**config.mk**
```make
export PLATFORM = sky130hd
export DESIGN_NAME = uart_tx_param
export DESIGN_NICKNAME = d
export VERILOG_FILES = /design/src/rtl/uart_tx_param.sv
export SDC_FILE = /design/constraint.sdc
export NUM_CORES = 1
export LEC_CHECK = 0
export ABC_AREA = 1
export CORE_ASPECT_RATIO = 1.1
export CORE_MARGIN = 2
export CORE_UTILIZATION = 63
export CTS_CLUSTER_SIZE = 24
export DETAILED_ROUTE_END_ITERATION = 12
export GPL_TIMING_DRIVEN = 0
export PLACE_DENSITY = 0.84
export SLEW_MARGIN = 20
export SYNTH_ARGS = -nofsm -noshare
export SYNTH_HDL_FRONTEND = slang
export SYNTH_SLANG_ARGS = --single-unit
```
**constraint.sdc**
```tcl
create_clock -name clk -period 3.75 [get_ports clk]
set_input_delay 1.125 -clock clk [delete_from_list [all_inputs] [get_ports clk]]
set_output_delay 1.125 -clock clk [all_outputs]
set_load 0.005 [all_outputs]
```
**src/rtl/uart_tx_param.sv**
```systemverilog
// uart_tx_param: FIFO-buffered UART transmitter with configurable frame format.
//
// Words written into a small TX FIFO are sent as UART frames:
//   start (0), DATA_W data bits LSB first, optional parity, STOP_BITS stop (1).
// Each bit lasts DIV = CLK_FREQ/BAUD clocks. Frames are sent back to back
// while tx_en=1 and the FIFO has data.
//
// Ports
//   clk        : clock, rising edge
//   rst        : asynchronous reset, active low
//   tx_en      : 1 allows a new frame to start (never aborts a running frame)
//   wr_en      : FIFO write strobe (dropped while full, which sets overflow)
//   wr_data    : word to transmit
//   full/empty : FIFO occupancy flags, decoded from the registered count
//   overflow   : sticky, set by a dropped write, cleared by reset only
//   serial_out : registered UART line, idle high
//   busy       : transmitter not idle
//   baud_tick  : pulse on the last clock of every bit period
//   frame_done : pulse on the last clock of the final stop bit
module uart_tx_param #(
    parameter int CLK_FREQ   = 66000000,
    parameter int BAUD       = 9600,
    parameter int DATA_W     = 8,
    parameter int PARITY     = 0,
    parameter int STOP_BITS  = 1,
    parameter int FIFO_DEPTH = 4
) (
    input  logic              clk,
    input  logic              rst,
    input  logic              tx_en,
    input  logic              wr_en,
    input  logic [DATA_W-1:0] wr_data,
    output logic              full,
    output logic              empty,
    output logic              overflow,
    output logic              serial_out,
    output logic              busy,
    output logic              baud_tick,
    output logic              frame_done
);
    localparam int DIV  = CLK_FREQ / BAUD;
    localparam int CW   = (DIV > 2) ? $clog2(DIV) : 1;
    localparam int AW   = (FIFO_DEPTH > 2) ? $clog2(FIFO_DEPTH) : 1;
    localparam int CNTW = AW + 1;
    localparam int BW   = $clog2(DATA_W);

    localparam logic [CW-1:0]   DIV_LAST = CW'(DIV - 1);
    localparam logic [CNTW-1:0] DEPTH_C  = CNTW'(FIFO_DEPTH);
    localparam logic [BW-1:0]   BIT_LAST = BW'(DATA_W - 1);

    generate
        if (DIV < 2) begin : g_bad_div
            $error("uart_tx_param: CLK_FREQ/BAUD must be at least 2");
        end
        if (DATA_W < 5 || DATA_W > 9) begin : g_bad_width
            $error("uart_tx_param: DATA_W must be 5..9");
        end
        if (PARITY < 0 || PARITY > 2) begin : g_bad_parity
            $error("uart_tx_param: PARITY must be 0, 1 or 2");
        end
        if (STOP_BITS != 1 && STOP_BITS != 2) begin : g_bad_stop
            $error("uart_tx_param: STOP_BITS must be 1 or 2");
        end
        if (FIFO_DEPTH < 2 || (FIFO_DEPTH & (FIFO_DEPTH - 1)) != 0) begin : g_bad_depth
            $error("uart_tx_param: FIFO_DEPTH must be a power of 2, at least 2");
        end
    endgenerate

    typedef enum logic [2:0] {
        ST_IDLE, ST_START, ST_DATA, ST_PARITY, ST_STOP
    } state_e;

    // ---------------- TX FIFO ----------------
    logic [DATA_W-1:0] mem [FIFO_DEPTH];
    logic [AW-1:0]     wr_ptr_q, rd_ptr_q;
    logic [CNTW-1:0]   count_q, count_d;
    logic              ovf_q;
    logic              wr_ok, pop;
    logic [DATA_W-1:0] head;

    assign full     = (count_q == DEPTH_C);
    assign empty    = (count_q == '0);
    assign overflow = ovf_q;
    assign wr_ok    = wr_en && !full;
    assign head     = mem[rd_ptr_q];

    // Pop only ever happens with count > 0, so write-to-empty and pop never coincide.
    always_comb begin
        count_d = count_q;
        if (wr_ok && !pop)      count_d = count_q + 1'b1;
        else if (!wr_ok && pop) count_d = count_q - 1'b1;
    end

    // Storage needs no reset: pointers and count define what is valid.
    always_ff @(posedge clk) begin
        if (wr_ok) mem[wr_ptr_q] <= wr_data;
    end

    always_ff @(posedge clk or negedge rst) begin
        if (!rst) begin
            wr_ptr_q <= '0;
            rd_ptr_q <= '0;
            count_q  <= '0;
            ovf_q    <= 1'b0;
        end else begin
            if (wr_ok)         wr_ptr_q <= wr_ptr_q + 1'b1;
            if (pop)           rd_ptr_q <= rd_ptr_q + 1'b1;
            if (wr_en && full) ovf_q    <= 1'b1;
            count_q <= count_d;
        end
    end

    // ---------------- Transmitter FSM ----------------
    state_e            state_q, state_d;
    logic [CW-1:0]     cnt_q, cnt_d;      // clock within the current bit
    logic [BW-1:0]     bit_q, bit_d;      // data bit index, reused as stop bit index
    logic [DATA_W-1:0] shift_q, shift_d;
    logic              par_q, par_d;
    logic              line_q, line_d;
    logic              tick, last_stop, can_start;

    assign tick       = (state_q != ST_IDLE) && (cnt_q == DIV_LAST);
    assign last_stop  = (STOP_BITS == 1) || (bit_q == BW'(1));
    assign can_start  = tx_en && !empty;
    assign busy       = (state_q != ST_IDLE);
    assign baud_tick  = tick;
    assign serial_out = line_q;

    // line_d is the value the line takes for the state being entered, so the
    // registered line stays aligned with state_q and the bit counter.
    always_comb begin
        state_d    = state_q;
        cnt_d      = cnt_q;
        bit_d      = bit_q;
        shift_d    = shift_q;
        par_d      = par_q;
        line_d     = line_q;
        pop        = 1'b0;
        frame_done = 1'b0;
        if (state_q != ST_IDLE) cnt_d = tick ? '0 : cnt_q + 1'b1;
        case (state_q)
            ST_IDLE: begin
                cnt_d  = '0;
                line_d = 1'b1;
                if (can_start) pop = 1'b1;
            end
            ST_START: if (tick) begin
                state_d = ST_DATA;
                bit_d   = '0;
                line_d  = shift_q[0];
            end
            ST_DATA: if (tick) begin
                if (bit_q == BIT_LAST) begin
                    bit_d = '0;
                    if (PARITY != 0) begin
                        state_d = ST_PARITY;
                        line_d  = par_q;
                    end else begin
                        state_d = ST_STOP;
                        line_d  = 1'b1;
                    end
                end else begin
                    bit_d   = bit_q + 1'b1;
                    shift_d = shift_q >> 1;
                    line_d  = shift_q[1];
                end
            end
            ST_PARITY: if (tick) begin
                state_d = ST_STOP;
                line_d  = 1'b1;
            end
            ST_STOP: if (tick) begin
                if (last_stop) begin
                    frame_done = 1'b1;
                    state_d    = ST_IDLE;
                    line_d     = 1'b1;
                    if (can_start) pop = 1'b1;  // chain the next frame with no idle gap
                end else begin
                    bit_d = bit_q + 1'b1;
                end
            end
            default: state_d = ST_IDLE;
        endcase
        // Frame is captured here; later FIFO writes cannot touch it.
        if (pop) begin
            state_d = ST_START;
            cnt_d   = '0;
            bit_d   = '0;
            shift_d = head;
            par_d   = (^head) ^ (PARITY == 2);
            line_d  = 1'b0;
        end
    end

    always_ff @(posedge clk or negedge rst) begin
        if (!rst) begin
            state_q <= ST_IDLE;
            cnt_q   <= '0;
            bit_q   <= '0;
            shift_q <= '0;
            par_q   <= 1'b0;
            line_q  <= 1'b1;
        end else begin
            state_q <= state_d;
            cnt_q   <= cnt_d;
            bit_q   <= bit_d;
            shift_q <= shift_d;
            par_q   <= par_d;
            line_q  <= line_d;
        end
    end

endmodule

```
==> impl_metrics.tcl, run 1 <==
set metrics [dict create \
    status "complete, no violations" \
    whs_ns 0.457 \
    crit_required_ns 2.62 \
    critPathKind "flip-flop to output port" \
    dp_slack_ns 0.473 \
    syn_area_per_cell_um2 9.68 \
    drc 0 \
    overflow 0 \
    synth_top_area_share_pct 29.8 \
    worstRegToRegCells 14 \
    tritoncts "built" \
    setup_ws_ns 0.631 \
    ys_seq_area_share_pct 57.8 \
    fp-row-count 27 \
    cts_buffer_depth 2 \
    initial_utilization_pct 64.9 \
    clk_latency_ns 0.34 \
    areaGrowthSynthToFinish_pct 14.3 \
    routed-via-count 2305 \
    hp-class "flip-flop to flip-flop" \
    grt_pass1_vias 2239 \
    ys_warn_count 0 \
    ys_types 32 \
    numCtsBuffers 9 \
    detail_route.iter0.violations 106 \
    ys_ff_latch 68 \
    synth_nets 355 \
    diodes 0 \
    postCtsHoldBufs 0 \
    grt_first_pass_wirelength_mm 10.0 \
    p_switching_uw 1030 \
    startpoint_type "flip-flop" \
    cp.arrival_ns 1.99 \
    startpoint "cnt_q[0]" \
    clkPwrFrac_pct 21.2 \
    viasPerCell 5.41 \
    synthCells 333 \
    synth_edf_count 32 \
    cp_slowest_cell "clkdlybuf4s50_1" \
    die_y_um 79 \
    routed_wl_mm 5.84 \
    first_pass_iters 4 \
    tns_ns 0 \
    p_leak_uw 0.00160 \
    p_int_uw 1660 \
    fin_nets 385 \
    ant_nets 0 \
    crit_chain "inv_1 > ha_1 > nand2_1 > nor2_2 > nand3_4 > nor2_1 > clkdlybuf4s50_1" \
    h-tree-depth 3 \
    ys.flop_type "dfrtp_1" \
    power_frac_comb_pct 37.9 \
    layout_min_cycle_time_ns 3.12 \
    async_reset_ff_share_pct 52.9 \
    core_mm2 0.00497 \
    fmax_mhz 321 \
    dieArea_mm2 0.00570 \
    synth_top_family_by_area "simple AND/OR/NAND/NOR gates" \
    synth_xor_area_share_pct 1.90 \
    min_path_cells 1 \
    dp_hpwl_mm 4.11 \
    antenna_found_initial 0 \
    maxCapViolations 0 \
    tightest_slew_ns 0.770 \
    muxShareOfSynthArea_pct 0 \
    relSlewSlack_pct 48.5 \
    die_x_um 72.2 \
    rsz0062_at_grt "no" \
    drive_above_1_share_pct 13.3 \
    clk_pin_slew_worst_paths_ns 0.07 \
    p_seq_share_pct 40.9 \
    synthSimpleGateAreaFrac_pct 23.9 \
    port_buffers 18 \
    fin_worst_skew_ns 0.00781 \
    hold_start "overflow" \
    wl_per_cell_um 13.7 \
    post_cts_buffers 0 \
    utilization_pct 74.1 \
    clk_root_buffer_cell "clkbuf_8" \
    crit_path_end_kind "output port" \
    routabilityCongestion 0.843 \
    yosysTopAreaCell "edfxtp_1" \
    ios 19 \
    gr-usage-all-layers_pct 23.4 \
    finalSetupViolCount 0 \
    finalCritPeriodShare_pct 83.2 \
    ctsResizeCount 0 \
    clkSinkCount 68 \
    p_per_area_mw_per_mm2 730 \
    hold_viol 0 \
    synthTopCellsByArea "edfxtp_1 (30%), dfrtp_1 (27%), nand2_1 (9.7%)" \
    synth_compound_area_share_pct 7.22 \
    timing.rr.start "cnt_q[0]" \
    drv_slew 0 \
    peakVddDrop_mv 0.457 \
    synth.cell_area_mm2 0.00322 \
    grt_max_degree 21 \
    max_stage_delay_ns 0.50 \
    synth_adder_area_share_pct 4.12 \
    netSwitchingFraction_pct 38.3 \
    finalPower_uw 2690 \
    path_max_fanout 5 \
]
[registers in the layout, indices dropped and copies added (netlist names)]
signal      flops
mem            32
cnt_q          13
shift_q         8
bit_q           3
count_q         3
state_q         3
rd_ptr_q        2
wr_ptr_q        2
overflow        1
serial_out      1
[layout make-up]
cell class	count	area (um2)
Sequential cell	68	1860
Fill cell	330	1280
Multi-Input combinational cell	225	1200
Timing Repair Buffer	19	203
Clock buffer	11	131
Inverter	34	128
Tap cell	58	72.6
Clock inverter	5	52.6
Buffer	6	33.8
[synthesized netlist by cell type (3+ instances only)]
library cell and number:
a21oi_1 6, buf_2 3, dfrtp_1 35, edfxtp_1 32, ha_1 9, inv_1 26, inv_2 8, nand2_1 83
nand2_2 7, nand3_1 17, nor2_1 40, nor2_2 7, nor3_1 4, o21ai_0 20, o21ai_1 3, o22ai_1 8
xnor2_1 3, xor2_1 4
[placed cells by master, fill, tap and decap left out, types with 6 or more instances in the layout]
master / instances
o22ai_1: 8
edfxtp_1: 32
clkbuf_8: 9
nor2_1: 40
nand2_1: 83
dfrtp_1: 35
a21oi_1: 6
ha_1: 9
nand3_1: 17
nor2_2: 7
inv_2: 8
nand2_2: 7
o21ai_0: 20
clkdlybuf4s50_1: 17
inv_1: 26
[worst max-delay path, delay by kind of cell (launching register included)]
kind | cells | cell delay (ns)
buffers and inverters | 2 | 0.58
and+or+nand+nor | 4 | 0.50
DFF | 1 | 0.40
adders and majority gates | 1 | 0.16
[power by group through the flow]
stage | combinational [uW] | clock (uW) | sequential, uW
floorplan | 749 | 0 | 1080
global placement | 974 | 0 | 1100
detailed placement | 1020 | 0 | 1110
CTS | 1030 | 583 | 1100
global route | 1170 | 615 | 1110
finish | 1020 | 569 | 1100
[through the flow]
step	area [um2]	instances
final	3680	426
after global routing	3680	426
after CTS	3680	426
after detailed placement	3500	410
after global placement	3470	409
after floorplan	3220	333
[cell families after synthesis]
logic type | Yosys count
flip-flops | 68
AND/OR/NAND/NOR | 167
AO/OA/AOI/OAI | 41
buffers and inverters | 40
adder cells (fa/ha/maj) | 10
XOR/XNOR | 7
[worst paths after layout]
check	to	slack (ns)
max reg2reg	count_q[2]	1.34
min in group asynchronous	cnt_q[9]	0.71
max in group asynchronous	serial_out	2.52
min	overflow	0.46
max	frame_done	0.63
min reg2reg	overflow	0.46
[layer usage]
| metal | track usage [%] | part of all wire (%) |
|---|---|---|
| met1 | 28.7 | 44 |
| met2 | 38.2 | 51 |
| met3 | 6.22 | 3.9 |
| met4 | 11.1 | 1.9 |
| met5 | 0 | 0 |
Power figures use the tool's default switching activity.
==> inputs of run 2 (changes only) <==
CORE_UTILIZATION = 53   (was 63)
PLACE_DENSITY = 0.75   (was 0.84)
clock period = 2.8 ns   (was 3.75 ns; I/O delays follow)
==> impl_metrics.tcl, run 2 (synthesis gave the netlist of run 1 again) <==
set metrics [dict create \
    grt_max_degree 21 \
    finalCritPeriodShare_pct 96.5 \
    core_mm2 0.00581 \
    hp-class "input port to async pin" \
    final_common_cell "nand2_1" \
    path_max_fanout 3 \
    top_layer "met4" \
    layout_common_cells "nand2_1 (83), nor2_1 (40), dfrtp_1 (35), edfxtp_1 (32), inv_1 (26)" \
    crit_path_end_kind "output port" \
    rr_endpoint "count_q[2]" \
    cp.arrival_ns 1.86 \
    drv_slew 0 \
    clk_root_buffer_cell "clkbuf_8" \
    wl_met1_mm 2.74 \
    ant_nets 0 \
    status "complete, no violations" \
    layout_min_cycle_time_ns 2.70 \
    postCtsHoldBufs 0 \
    wl_met2_mm 3.06 \
    maxCapViolations 0 \
    numCtsBuffers 9 \
    clk_pin_slew_worst_paths_ns 0.08 \
    fin_nets 391 \
    finalSetupViolCount 0 \
    drc 0 \
    first_pass_iters 4 \
    cts_buffer_depth 2 \
    fmax_mhz 370 \
    port_buffers 18 \
    diodes 0 \
    crit_required_ns 1.96 \
    ios 19 \
    initial_utilization_pct 55.5 \
    relSlewSlack_pct 48.2 \
    peakVddDrop_mv 0.677 \
    fin_worst_skew_ns 0.00695 \
    worstRegToRegCells 15 \
    routed-via-count 2324 \
    areaGrowthSynthToFinish_pct 18.0 \
    largest_reg_flops 32 \
    nFillCells 461 \
    antenna_found_initial 0 \
    timing.rr.start "cnt_q[0]" \
    setup_ws_ns 0.0974 \
    overflow 0 \
    fp-row-count 29 \
    routabilityCongestion 0.794 \
    p_leak_uw 0.00167 \
    dp_slack_ns -0.165 \
    top_regs "mem x32, cnt_q x13, shift_q x8" \
    viasPerCell 5.15 \
    dieArea_mm2 0.00672 \
    clkSinkCount 68 \
    detail_route.iter0.violations 156 \
    drive_above_1_share_pct 15.2 \
    critPathKind "flip-flop to output port" \
    grt_first_pass_wirelength_mm 10.2 \
    die_x_um 78.3 \
    top_register "mem" \
    startpoint_type "flip-flop" \
    h-tree-depth 3 \
    wl_per_cell_um 13.5 \
    routed_wl_mm 6.09 \
    gr-usage-all-layers_pct 19.8 \
    reg2reg_slack_ns 0.33 \
    finalPower_uw 3750 \
    clk_latency_ns 0.35 \
    hold_viol 0 \
    tritoncts "built" \
    wl_met3_um 227 \
    dp_hpwl_mm 4.05 \
    tightest_slew_ns 0.775 \
    die_y_um 85.8 \
    p_per_area_mw_per_mm2 987 \
    grt_pass1_vias 2306 \
]
## run 2: changes by cell type in the layout (fill, tap and decap cells not counted), sizes merged
cell	previous run	this run
clkdlybuf4s50	17	16
buf	6	12
inv	34	37
clkbuf	13	11
bufinv	1	2
clkinv	3	1
dlymetal6s2s	0	1
## run 2: timing repair
item	in CTS	in global routing
pin swaps	2	0
resized for setup	0	2
buffers inserted	6	0
endpoints found under the setup margin	2	2
hold endpoints to repair	0	0
## run 2: final cells by class
| type | count | area, um2 | area share, % |
|---|---|---|---|
| plain buffers | 6 | 33.8 | 0.888 |
| clock buffers | 9 | 124 | 3.26 |
| clock inverters | 7 | 105 | 2.76 |
| inverters | 34 | 128 | 3.36 |
| multi-input cells | 225 | 1200 | 31.6 |
| flip-flops and latches | 68 | 1860 | 49.0 |
| well taps | 77 | 96.3 | 2.53 |
| repair buffers | 25 | 250 | 6.58 |
## run 2: critical path, cell delays in order (launching register included)
cell and delay [ns]:
dfrtp_1 0.40, inv_1 0.08, ha_1 0.14, nand2_1 0.09, nor2_4 0.13, nand3_4 0.08, nor2_1 0.09, clkdlybuf4s50_1 0.50
## run 2: worst max path at each step
stage,start,endpoint,slack [ns],cells past startpoint
2_1_floorplan,tx_en,count_q[2],0.43,10
3_3_place_gp,tx_en,count_q[2],-0.16,11
3_5_place_dp,tx_en,count_q[2],-0.17,11
4_1_cts,cnt_q[0],baud_tick,0.06,7
5_1_grt,cnt_q[0],frame_done,-0.002,7
6_report,cnt_q[0],frame_done,0.1,7
## run 2: report_power, final
part	total, uW	leakage [uW]	internal [uW]	switching [uW]
clock network	928	0.000112	515	413
logic	1360	0.000805	491	869
registers	1470	0.000757	1320	148
total	3750	0.00167	2320	1430
## run 2: per-stage QoR
step,instance area [um2],util (%),setup TNS [ns],hold slack (ns),cells
floorplan,3220,-,0,0.432,333
global placement,3500,60.3,-0.652,0.437,428
detailed placement,3520,60.6,-1.30,0.445,429
CTS,3790,65.4,0,0.434,451
global route,3800,65.5,-0.00185,0.452,451
finish,3800,65.5,0,0.429,451
## run 2: metal layers
layer / global-route usage (%) / vias to the layer above
li1: - / 1163
met1: 24.3 / 1098
met2: 33.2 / 55
met3: 4.21 / 8
met4: 9.89 / 0
met5: 0 / -
==> inputs of run 3 (changes only) <==
CORE_UTILIZATION = 39   (was 53)
PLACE_DENSITY = 0.58   (was 0.75)
==> impl_metrics.tcl, run 3 (synthesis gave the netlist of run 1 again) <==
set metrics [dict create \
    p_per_area_mw_per_mm2 966 \
    hp-class "input port to async pin" \
    die_y_um 99.3 \
    detail_route.iter0.violations 76 \
    dieArea_mm2 0.00900 \
    maxCapViolations 0 \
    numCtsBuffers 9 \
    hold_viol 0 \
    die_x_um 90.7 \
    viasPerCell 4.72 \
    diodes 0 \
    fin_worst_skew_ns 0.00904 \
    overflow 0 \
    areaGrowthSynthToFinish_pct 18.9 \
    timing.rr.start "cnt_q[0]" \
    cp.arrival_ns 2.78 \
    antenna_found_initial 0 \
    crit_path_end_kind "flip-flop" \
    crit_path_end "count_q[2]" \
    routabilityCongestion 0.772 \
    fin_nets 392 \
    h-tree-depth 3 \
    dp_cells 460 \
    grt_first_pass_wirelength_mm 10.7 \
    path_max_fanout 10 \
    fmax_mhz 394 \
    fp-row-count 34 \
    critPathKind "input port to flip-flop" \
    postCtsHoldBufs 0 \
    utilization_pct 48.2 \
    clk_pin_slew_worst_paths_ns 0.08 \
    ant_nets 0 \
    crit_required_ns 3.04 \
    grt_max_degree 20 \
    drive_above_1_share_pct 16.0 \
    layout_common_cells "nand2_1 (82), nor2_1 (40), dfrtp_1 (35), edfxtp_1 (32), inv_1 (25)" \
    grt_pass1_vias 2297 \
    top_register "mem" \
    gr-usage-all-layers_pct 15.1 \
    drc 0 \
    largest_reg_flops 32 \
    routed_wl_mm 6.14 \
    p_leak_uw 0.00168 \
    dp_hpwl_mm 4.20 \
    top_regs "mem x32, cnt_q x13, shift_q x8" \
    core_mm2 0.00796 \
    status "complete, no violations" \
    port_buffers 18 \
    wl_per_cell_um 12.7 \
    final_common_cell "nand2_1" \
    setup_ws_ns 0.259 \
    clk_root_buffer_cell "clkbuf_8" \
    routed-via-count 2281 \
    relSlewSlack_pct 45.8 \
    worstRegToRegCells 15 \
    ios 19 \
    startpoint "tx_en" \
    reg2reg_slack_ns 0.34 \
    first_pass_iters 4 \
    rr_endpoint "count_q[2]" \
    layout_min_cycle_time_ns 2.54 \
    clkSinkCount 68 \
    tightest_slew_ns 0.810 \
    clk_latency_ns 0.36 \
    rsz0062_at_grt "no" \
    finalSetupViolCount 0 \
    tns_ns 0 \
    drv_slew 0 \
    cts_buffer_depth 2 \
    startpoint_type "input port" \
    finalCritPeriodShare_pct 90.8 \
    initial_utilization_pct 40.5 \
    peakVddDrop_mv 0.439 \
    tritoncts "built" \
    final_cell_count_no_fill 483 \
    dp_slack_ns -0.198 \
]
-- run 3: worst min-delay path by stage --
| stage | cells after the start | slack, ns | to | start |
|---|---|---|---|---|
| after floorplan | 1 | 0.43 | cnt_q[0] | cnt_q[0] |
| after global placement | 1 | 0.44 | overflow | overflow |
| after detailed placement | 2 | 0.46 | shift_q[7] | shift_q[7] |
| after CTS | 1 | 0.44 | cnt_q[9] | rst |
| after global routing | 1 | 0.46 | cnt_q[9] | rst |
| final | 1 | 0.43 | cnt_q[9] | rst |
-- run 3: timing repair --
action,CTS,global route
setup buffers,6,1
endpoints found under the setup margin,2,3
pin swaps,2,1
resized for setup,0,5
-- run 3: metrics by stage --
stage          cell area [um2]  total power, uW  hold WS [ns]
2_1_floorplan             3220             2450         0.432
3_5_place_dp              3560             2860         0.459
5_1_grt                   3830             4000         0.458
4_1_cts                   3810             3730         0.435
6_report                  3830             3700         0.431
3_3_place_gp              3540             2830         0.440
-- run 3: final cells by class --
class | instances | area (um2)
buffer | 6 | 33.8
clock buffer | 9 | 124
clock inverter | 7 | 82.6
fill | 783 | 4120
inverter | 34 | 128
multi-input combinational | 225 | 1200
sequential | 68 | 1860
tap | 108 | 135
timing repair buffer | 26 | 260
-- run 3: report_power, final --
part | internal (uW) | total [uW] | leakage, uW | switching (uW)
Combinational | 501 | 1380 | 0.000828 | 878
Sequential | 1320 | 1460 | 0.000757 | 147
Clock | 426 | 857 | 0.0000988 | 431
-- run 3: worst max-delay path, stage by stage --
cell	delay, ns
clkdlybuf4s50_1	0.45
nand2_2	0.17
nor2_8	0.07
nand2_8	0.10
buf_6	0.15
ha_1	0.15
inv_1	0.07
fa_1	0.38
a21oi_1	0.14
o21ai_0	0.11
xor2_1	0.15
-- run 3: per-layer routing --
layer  GRT usage [%]  vias up  wire length [um]
met1            19.3     1071              2870
li1                -     1164                 -
met3            2.88       13               192
met2            24.8       33              2930
met5               0        -                 0
met4            7.46        0               146
